[src/rtl/l1_req_seq.sv]
// ---------------------------------------------------------------------------
// l1_req_seq -- CPU-side request sequencer for one L1 cache.
//
// Takes one CPU request at a time, strobes a tag/state lookup, then uses the
// lookup status to run the snoop-bus handshake: a posted victim writeback
// when the victim is MODIFIED, followed by RD/RFO/INV. It waits for the
// surrounding response, with a timeout and a bounded number of reissues,
// then commits the block-state update and answers the CPU. The state
// register is exported on req_curSt for the block-state/next-request
// decoder.
//
// Ports
//   clk, rst_n          clock, asynchronous active-low reset
//   cpu_req_valid/ready CPU request handshake (ready only in REQ_IDLE)
//   lkup_en             one-cycle lookup strobe, same cycle as acceptance
//   lkup_done           lookup result valid (req_status, blk_curSt, init_sdreq)
//   req_status[3:0]     one-hot {wr miss, rd miss, wr hit, rd hit}
//   blk_curSt[2:0]      MESI state of the target/victim block
//   init_sdreq[2:0]     downstream request type chosen by the decoder
//   req_curSt[2:0]      sequencer state
//   sdreq_valid/type    downstream request, type held while stalled
//   sdreq_ready         downstream accept
//   sursp_valid/rsp     surrounding response
//   blk_we              one-cycle block-state/data commit strobe
//   cpu_rsp_valid/err   one-cycle CPU response; err marks retry exhaustion
//                       or an unusable lookup status
// ---------------------------------------------------------------------------
module l1_req_seq #(
    parameter int TMO_W     = 8,
    parameter int TMO_MAX   = 200,
    parameter int MAX_RETRY = 3
) (
    input  logic       clk,
    input  logic       rst_n,
    input  logic       cpu_req_valid,
    output logic       cpu_req_ready,
    output logic       lkup_en,
    input  logic       lkup_done,
    input  logic [3:0] req_status,
    input  logic [2:0] blk_curSt,
    input  logic [2:0] init_sdreq,
    output logic [2:0] req_curSt,
    output logic       sdreq_valid,
    output logic [2:0] sdreq_type,
    input  logic       sdreq_ready,
    input  logic       sursp_valid,
    input  logic [2:0] sursp_rsp,
    output logic       blk_we,
    output logic       cpu_rsp_valid,
    output logic       cpu_rsp_err
);

    // Downstream request types
    localparam logic [2:0] SDREQ_RD  = 3'd1;
    localparam logic [2:0] SDREQ_RFO = 3'd2;
    localparam logic [2:0] SDREQ_INV = 3'd3;
    localparam logic [2:0] SDREQ_WB  = 3'd4;

    // Surrounding response codes
    localparam logic [2:0] SURSP_SNOOP = 3'd1;
    localparam logic [2:0] SURSP_FETCH = 3'd2;
    localparam logic [2:0] SURSP_OKAY  = 3'd3;

    // MESI block states
    localparam logic [2:0] MESI_I = 3'd0;
    localparam logic [2:0] MESI_S = 3'd1;
    localparam logic [2:0] MESI_E = 3'd2;
    localparam logic [2:0] MESI_M = 3'd3;

    localparam int RTY_W = (MAX_RETRY < 1) ? 1 : $clog2(MAX_RETRY + 1);
    localparam logic [RTY_W-1:0] RTY_LIM  = RTY_W'(MAX_RETRY);
    // tmo_q counts completed WAIT cycles; the cycle in which the count
    // would reach TMO_MAX is the timeout cycle.
    localparam logic [TMO_W-1:0] TMO_LAST = TMO_W'(TMO_MAX - 1);

    typedef enum logic [2:0] {
        REQ_IDLE      = 3'd0,
        REQ_LKUP      = 3'd1,
        REQ_WB        = 3'd2,
        REQ_SDREQ     = 3'd3,
        REQ_WAIT      = 3'd4,
        REQ_RSP_CURSP = 3'd5,
        REQ_ERR       = 3'd6
    } req_st_t;

    req_st_t          state, state_nxt;
    logic [2:0]       type_q;
    logic [RTY_W-1:0] rty_q;
    logic [TMO_W-1:0] tmo_q;

    logic status_ok;
    logic rd_hit, wr_hit, miss;
    logic rsp_ok;
    logic tmo_exp;

    // Exactly one status bit must be set for the lookup to be usable.
    assign status_ok = (req_status != 4'b0000) &&
                       ((req_status & (req_status - 4'd1)) == 4'b0000);
    assign rd_hit    = req_status[0];
    assign wr_hit    = req_status[1];
    assign miss      = req_status[2] | req_status[3];

    // Only a recognised response code completes the wait; anything else is
    // treated as no response and the timeout keeps running.
    assign rsp_ok  = sursp_valid &&
                     ((sursp_rsp == SURSP_SNOOP) ||
                      (sursp_rsp == SURSP_FETCH) ||
                      (sursp_rsp == SURSP_OKAY));
    assign tmo_exp = (tmo_q >= TMO_LAST);

    // ---------------- state register ----------------
    always_ff @(posedge clk or negedge rst_n) begin
        if (!rst_n) begin
            state <= REQ_IDLE;
        end else begin
            state <= state_nxt;
        end
    end

    // ---------------- next state / outputs ----------------
    always_comb begin
        state_nxt     = state;
        cpu_req_ready = 1'b0;
        lkup_en       = 1'b0;
        sdreq_valid   = 1'b0;
        sdreq_type    = 3'd0;
        blk_we        = 1'b0;
        cpu_rsp_valid = 1'b0;
        cpu_rsp_err   = 1'b0;

        case (state)
            REQ_IDLE: begin
                // Gated by rst_n so ready is low while reset is held.
                cpu_req_ready = rst_n;
                if (cpu_req_valid && rst_n) begin
                    lkup_en   = 1'b1;
                    state_nxt = REQ_LKUP;
                end
            end

            REQ_LKUP: begin
                if (lkup_done) begin
                    if (!status_ok) begin
                        state_nxt = REQ_ERR;
                    end else if (rd_hit) begin
                        state_nxt = REQ_RSP_CURSP;
                    end else if (wr_hit) begin
                        // A shared line must be invalidated elsewhere first.
                        state_nxt = (blk_curSt == MESI_S) ? REQ_SDREQ : REQ_RSP_CURSP;
                    end else if (miss) begin
                        state_nxt = (blk_curSt == MESI_M) ? REQ_WB : REQ_SDREQ;
                    end else begin
                        state_nxt = REQ_ERR;
                    end
                end
            end

            REQ_WB: begin
                sdreq_valid = 1'b1;
                sdreq_type  = SDREQ_WB;
                // Writeback is posted: no response is awaited.
                if (sdreq_ready) begin
                    state_nxt = REQ_SDREQ;
                end
            end

            REQ_SDREQ: begin
                sdreq_valid = 1'b1;
                sdreq_type  = type_q;
                if (sdreq_ready) begin
                    state_nxt = REQ_WAIT;
                end
            end

            REQ_WAIT: begin
                // Response beats timeout when both land in the same cycle.
                if (rsp_ok) begin
                    state_nxt = REQ_RSP_CURSP;
                end else if (tmo_exp) begin
                    state_nxt = (rty_q < RTY_LIM) ? REQ_SDREQ : REQ_ERR;
                end
            end

            REQ_RSP_CURSP: begin
                blk_we        = 1'b1;
                cpu_rsp_valid = 1'b1;
                state_nxt     = REQ_IDLE;
            end

            REQ_ERR: begin
                cpu_rsp_valid = 1'b1;
                cpu_rsp_err   = 1'b1;
                state_nxt     = REQ_IDLE;
            end

            default: begin
                state_nxt = REQ_IDLE;
            end
        endcase
    end

    assign req_curSt = state;

    // ---------------- latched request type ----------------
    always_ff @(posedge clk or negedge rst_n) begin
        if (!rst_n) begin
            type_q <= SDREQ_RD;
        end else if ((state == REQ_LKUP) && lkup_done) begin
            type_q <= init_sdreq;
        end
    end

    // ---------------- retry counter ----------------
    always_ff @(posedge clk or negedge rst_n) begin
        if (!rst_n) begin
            rty_q <= '0;
        end else if (state == REQ_IDLE) begin
            rty_q <= '0;
        end else if ((state == REQ_WAIT) && !rsp_ok && tmo_exp && (rty_q < RTY_LIM)) begin
            rty_q <= rty_q + 1'b1;
        end
    end

    // ---------------- timeout counter (saturating) ----------------
    always_ff @(posedge clk or negedge rst_n) begin
        if (!rst_n) begin
            tmo_q <= '0;
        end else if ((state == REQ_SDREQ) && sdreq_ready) begin
            tmo_q <= '0;
        end else if ((state == REQ_WAIT) && (tmo_q != {TMO_W{1'b1}})) begin
            tmo_q <= tmo_q + 1'b1;
        end
    end

    // MESI_I and MESI_E are named for readers of the decode above; only
    // S and M steer the sequencer.
    logic unused_mesi;
    assign unused_mesi = ^{MESI_I, MESI_E, SDREQ_RFO, SDREQ_INV};

endmodule

[config.mk]
export PLATFORM = sky130hd
export DESIGN_NAME = l1_req_seq
export DESIGN_NICKNAME = d
export VERILOG_FILES = /design/src/rtl/l1_req_seq.sv
export SDC_FILE = /design/constraint.sdc
export NUM_CORES = 1
export LEC_CHECK = 0
export CAP_MARGIN = 20
export CORE_MARGIN = 5
export CORE_UTILIZATION = 26
export CTS_CLUSTER_DIAMETER = 200
export CTS_CLUSTER_SIZE = 20
export DETAILED_ROUTE_END_ITERATION = 12
export DONT_BUFFER_PORTS = 1
export GPL_TIMING_DRIVEN = 0
export HOLD_SLACK_MARGIN = 0.05
export SLEW_MARGIN = 20
export SYNTH_ARGS = -nofsm -noshare
export SYNTH_HDL_FRONTEND = slang
export SYNTH_SLANG_ARGS = --single-unit
[constraint.sdc]
create_clock -name clk -period 3.3 [get_ports clk]
set_clock_uncertainty 0.05 [all_clocks]
set_input_delay 0.66 -clock clk [delete_from_list [all_inputs] [get_ports clk]]
set_output_delay 0.66 -clock clk [all_outputs]
set_load 0.005 [all_outputs]
==> metrics.yaml <==
placed_design:
  pre_cts_ws_ps: 1050
  place_congestion: 0.782
  port_buffers: 0
  dp.cells: 167
  placed_cell_area_sq_um: 1130
  dpl.hpwl_mm: 1.90
logic_synthesis:
  synth_seq_area_share: 0.376
  synth_seq_cells: 16
  syn_area_sq_um: 1070
  synthCells: 117
  ys_warn_count: 0
  synth_edf_count: 0
  post_synth.cell_area_avg_sq_um: 9.13
  synth.lib_cells_used.distinct: 42
  synth_ff_type: "dfrtp_1"
  synth_nets: 138
  synthArstFlopShare: 1.00
setup_path:
  critPathCaptureType: "flop"
  crit_family: "compound AO/OA/AOI/OAI gates"
  arrival_ps: 2310
  path_buf_inv: 0
  crit_slowest_cell: "a2111oi_0"
  critical_path.max_stage_delay_ps: 610
  path_max_fanout: 3
  startpoint_type: "flop"
  required_ps: 3380
  crit_type: "flop to flop"
  crit_chain: "ha_1 > a2111oi_0 > nor2_1 > o32ai_2 > mux2_1"
clocking:
  cts_buffers: 3
  clkTransAtPathRegs_ps: 60
  cts-root-buf: "clkbuf_8"
  clkLatencyLatePin_ps: 250
  cts_sinks: 16
  cts_tree: "built"
  cts_setup_buffers: 0
  cts_buffer_depth: 2
  htreeDepth: 1
floorplanning:
  die-height_um: 74.1
  num_rows: 23
  start_util: 0.267
  die_area_sq_um: 5490
  chipWidth_um: 74.1
  coreArea_sq_um: 4000
  pin_count: 31
worst_hold_path:
  hold_class: "input pin to async pin"
run:
  maxCapViolCount: 0
drt:
  drc: 0
  drt-total-wl_mm: 2.42
  drt_iter0_drc: 26
  via_count: 916
  drtPass1Iterations: 4
  avgViaCountPerCell: 5.33
  antenna_left: 0
  wl_per_cell_um: 14.1
finish:
  diodes: 0
  final_cell_area_sq_um: 1200
  post-route-util: 0.299
  layout-drive-gt1-share: 0.139
  instances_no_fill: 172
  area_growth_pct: 11.9
  nets: 144
  final_cell_mix: "nor2_1, dfrtp_1, nand2_1, and3_1"
power:
  comb_power_share: 0.386
  leakagePower_uw: 0.000513
  p_int_uw: 549
  powerDensity_nw_per_um2: 746
  ir_drop_mv: 0.281
  p_clk_frac: 0.195
  power.switching_uw: 344
  swShare: 0.385
  pwr-share-seq: 0.419
timing:
  grt_setup_unrepaired: "false"
  final-hold-violation-count: 0
  period_share: 0.676
  setup_slack_ps: 1070
  finalCriticalPeriod_ps: 2230
  slew_headroom: 0.539
  timing.fmax_ghz: 0.448
  setup_tns_ps: 0
  worst_pin_slew_ps: 689
  slew_violations: 0
  setup_violations: 0
global_routing:
  grt_max_degree: 16
  antenna_found_initial: 0
  overflow: 0
  grtUsageTotal: 0.0955
  grt_pass1_wl_mm: 4.15
  grt_pass1_vias: 959
run_status:
  status: "completed"
[Yosys cell counts (2+ instances only)]
master / n / area (sq um)
dfrtp_1: 15 / 375
nor2_1: 15 / 56.3
and3_1: 7 / 43.8
nand2_1: 7 / 26.3
a21oi_1: 6 / 30.0
xor2_1: 6 / 52.6
inv_1: 4 / 15.0
nand2b_1: 4 / 25.0
nor3b_1: 4 / 30.0
o21ai_0: 4 / 20.0
mux2_2: 3 / 33.8
nand3_1: 3 / 15.0
a211oi_1: 2 / 15.0
and2_1: 2 / 12.5
buf_6: 2 / 22.5
clkbuf_1: 2 / 7.51
ha_1: 2 / 25.0
mux2i_1: 2 / 20.0
nor3_1: 2 / 10.0
o2111ai_1: 2 / 17.5
or3b_2: 2 / 17.5
[layout make-up]
cell class	instances	area [sq um]
buffer	4	30.0
multi-input combinational	93	622
sequential	16	402
timing repair buffer	1	10.0
inverter	4	15.0
clock buffer	4	55.1
fill	417	2800
tap	50	62.6
[metrics by stage]
| step | power, uW | hold WS [ps] |
|---|---|---|
| global placement | 701 | 315 |
| floorplan | 633 | 314 |
| CTS | 903 | 190 |
| global route | 970 | 181 |
| detailed placement | 719 | 315 |
| finish | 892 | 197 |
[power by group through the flow]
stage	Clock (uW)	Sequential, uW	Combinational [uW]
detailed placement	0	378	341
global placement	0	368	332
floorplan	0	348	285
CTS	181	375	348
finish	174	374	345
global route	190	389	391
[registers in the layout, indices dropped and copies added, names as in the netlist]
| signal | count |
|---|---|
| tmo_q | 8 |
| req_curSt | 3 |
| type_q | 3 |
| rty_q | 2 |
[what timing repair did]
| item | CTS | global route |
|---|---|---|
| resized for setup | 0 | 0 |
| hold endpoints to repair | 15 | 0 |
| hold buffers | 1 | 0 |
[kinds of logic (layout without fill, tap and decap cells)]
group | count (synthesis) | count (layout) | share of synthesized area
adder cells (fa/ha/maj) | 2 | 2 | 0.0234
flip-flops | 16 | 16 | 0.376
buffers and inverters | 8 | 13 | 0.0422
AND/OR/NAND/NOR | 55 | 55 | 0.285
XOR/XNOR | 7 | 7 | 0.0574
multiplexers | 6 | 6 | 0.0609
AO/OA/AOI/OAI | 23 | 23 | 0.156
[layer usage]
layer,share of wire,global-route usage,routed length [um]
met2,0.48,0.160,1160
met1,0.41,0.112,996
met5,0,0,0
met3,0.10,0.0378,251
met4,0.0062,0.0302,15
[path summary, 6_finish.rpt]
check / startpoint / end / slack, ps / cells past startpoint
hold reg to reg: rty_q[0] / rty_q[0] / 450 / 1
max in group asynchronous: rst_n / tmo_q[4] / 1920 / 1
setup / recovery: tmo_q[0] / req_curSt[0] / 1070 / 5
min in group clk: rty_q[0] / rty_q[0] / 450 / 1
hold / removal: rst_n / type_q[0] / 200 / 0
setup reg to reg: tmo_q[0] / req_curSt[0] / 1070 / 5
No activity file was read; power rests on OpenSTA's default activity.
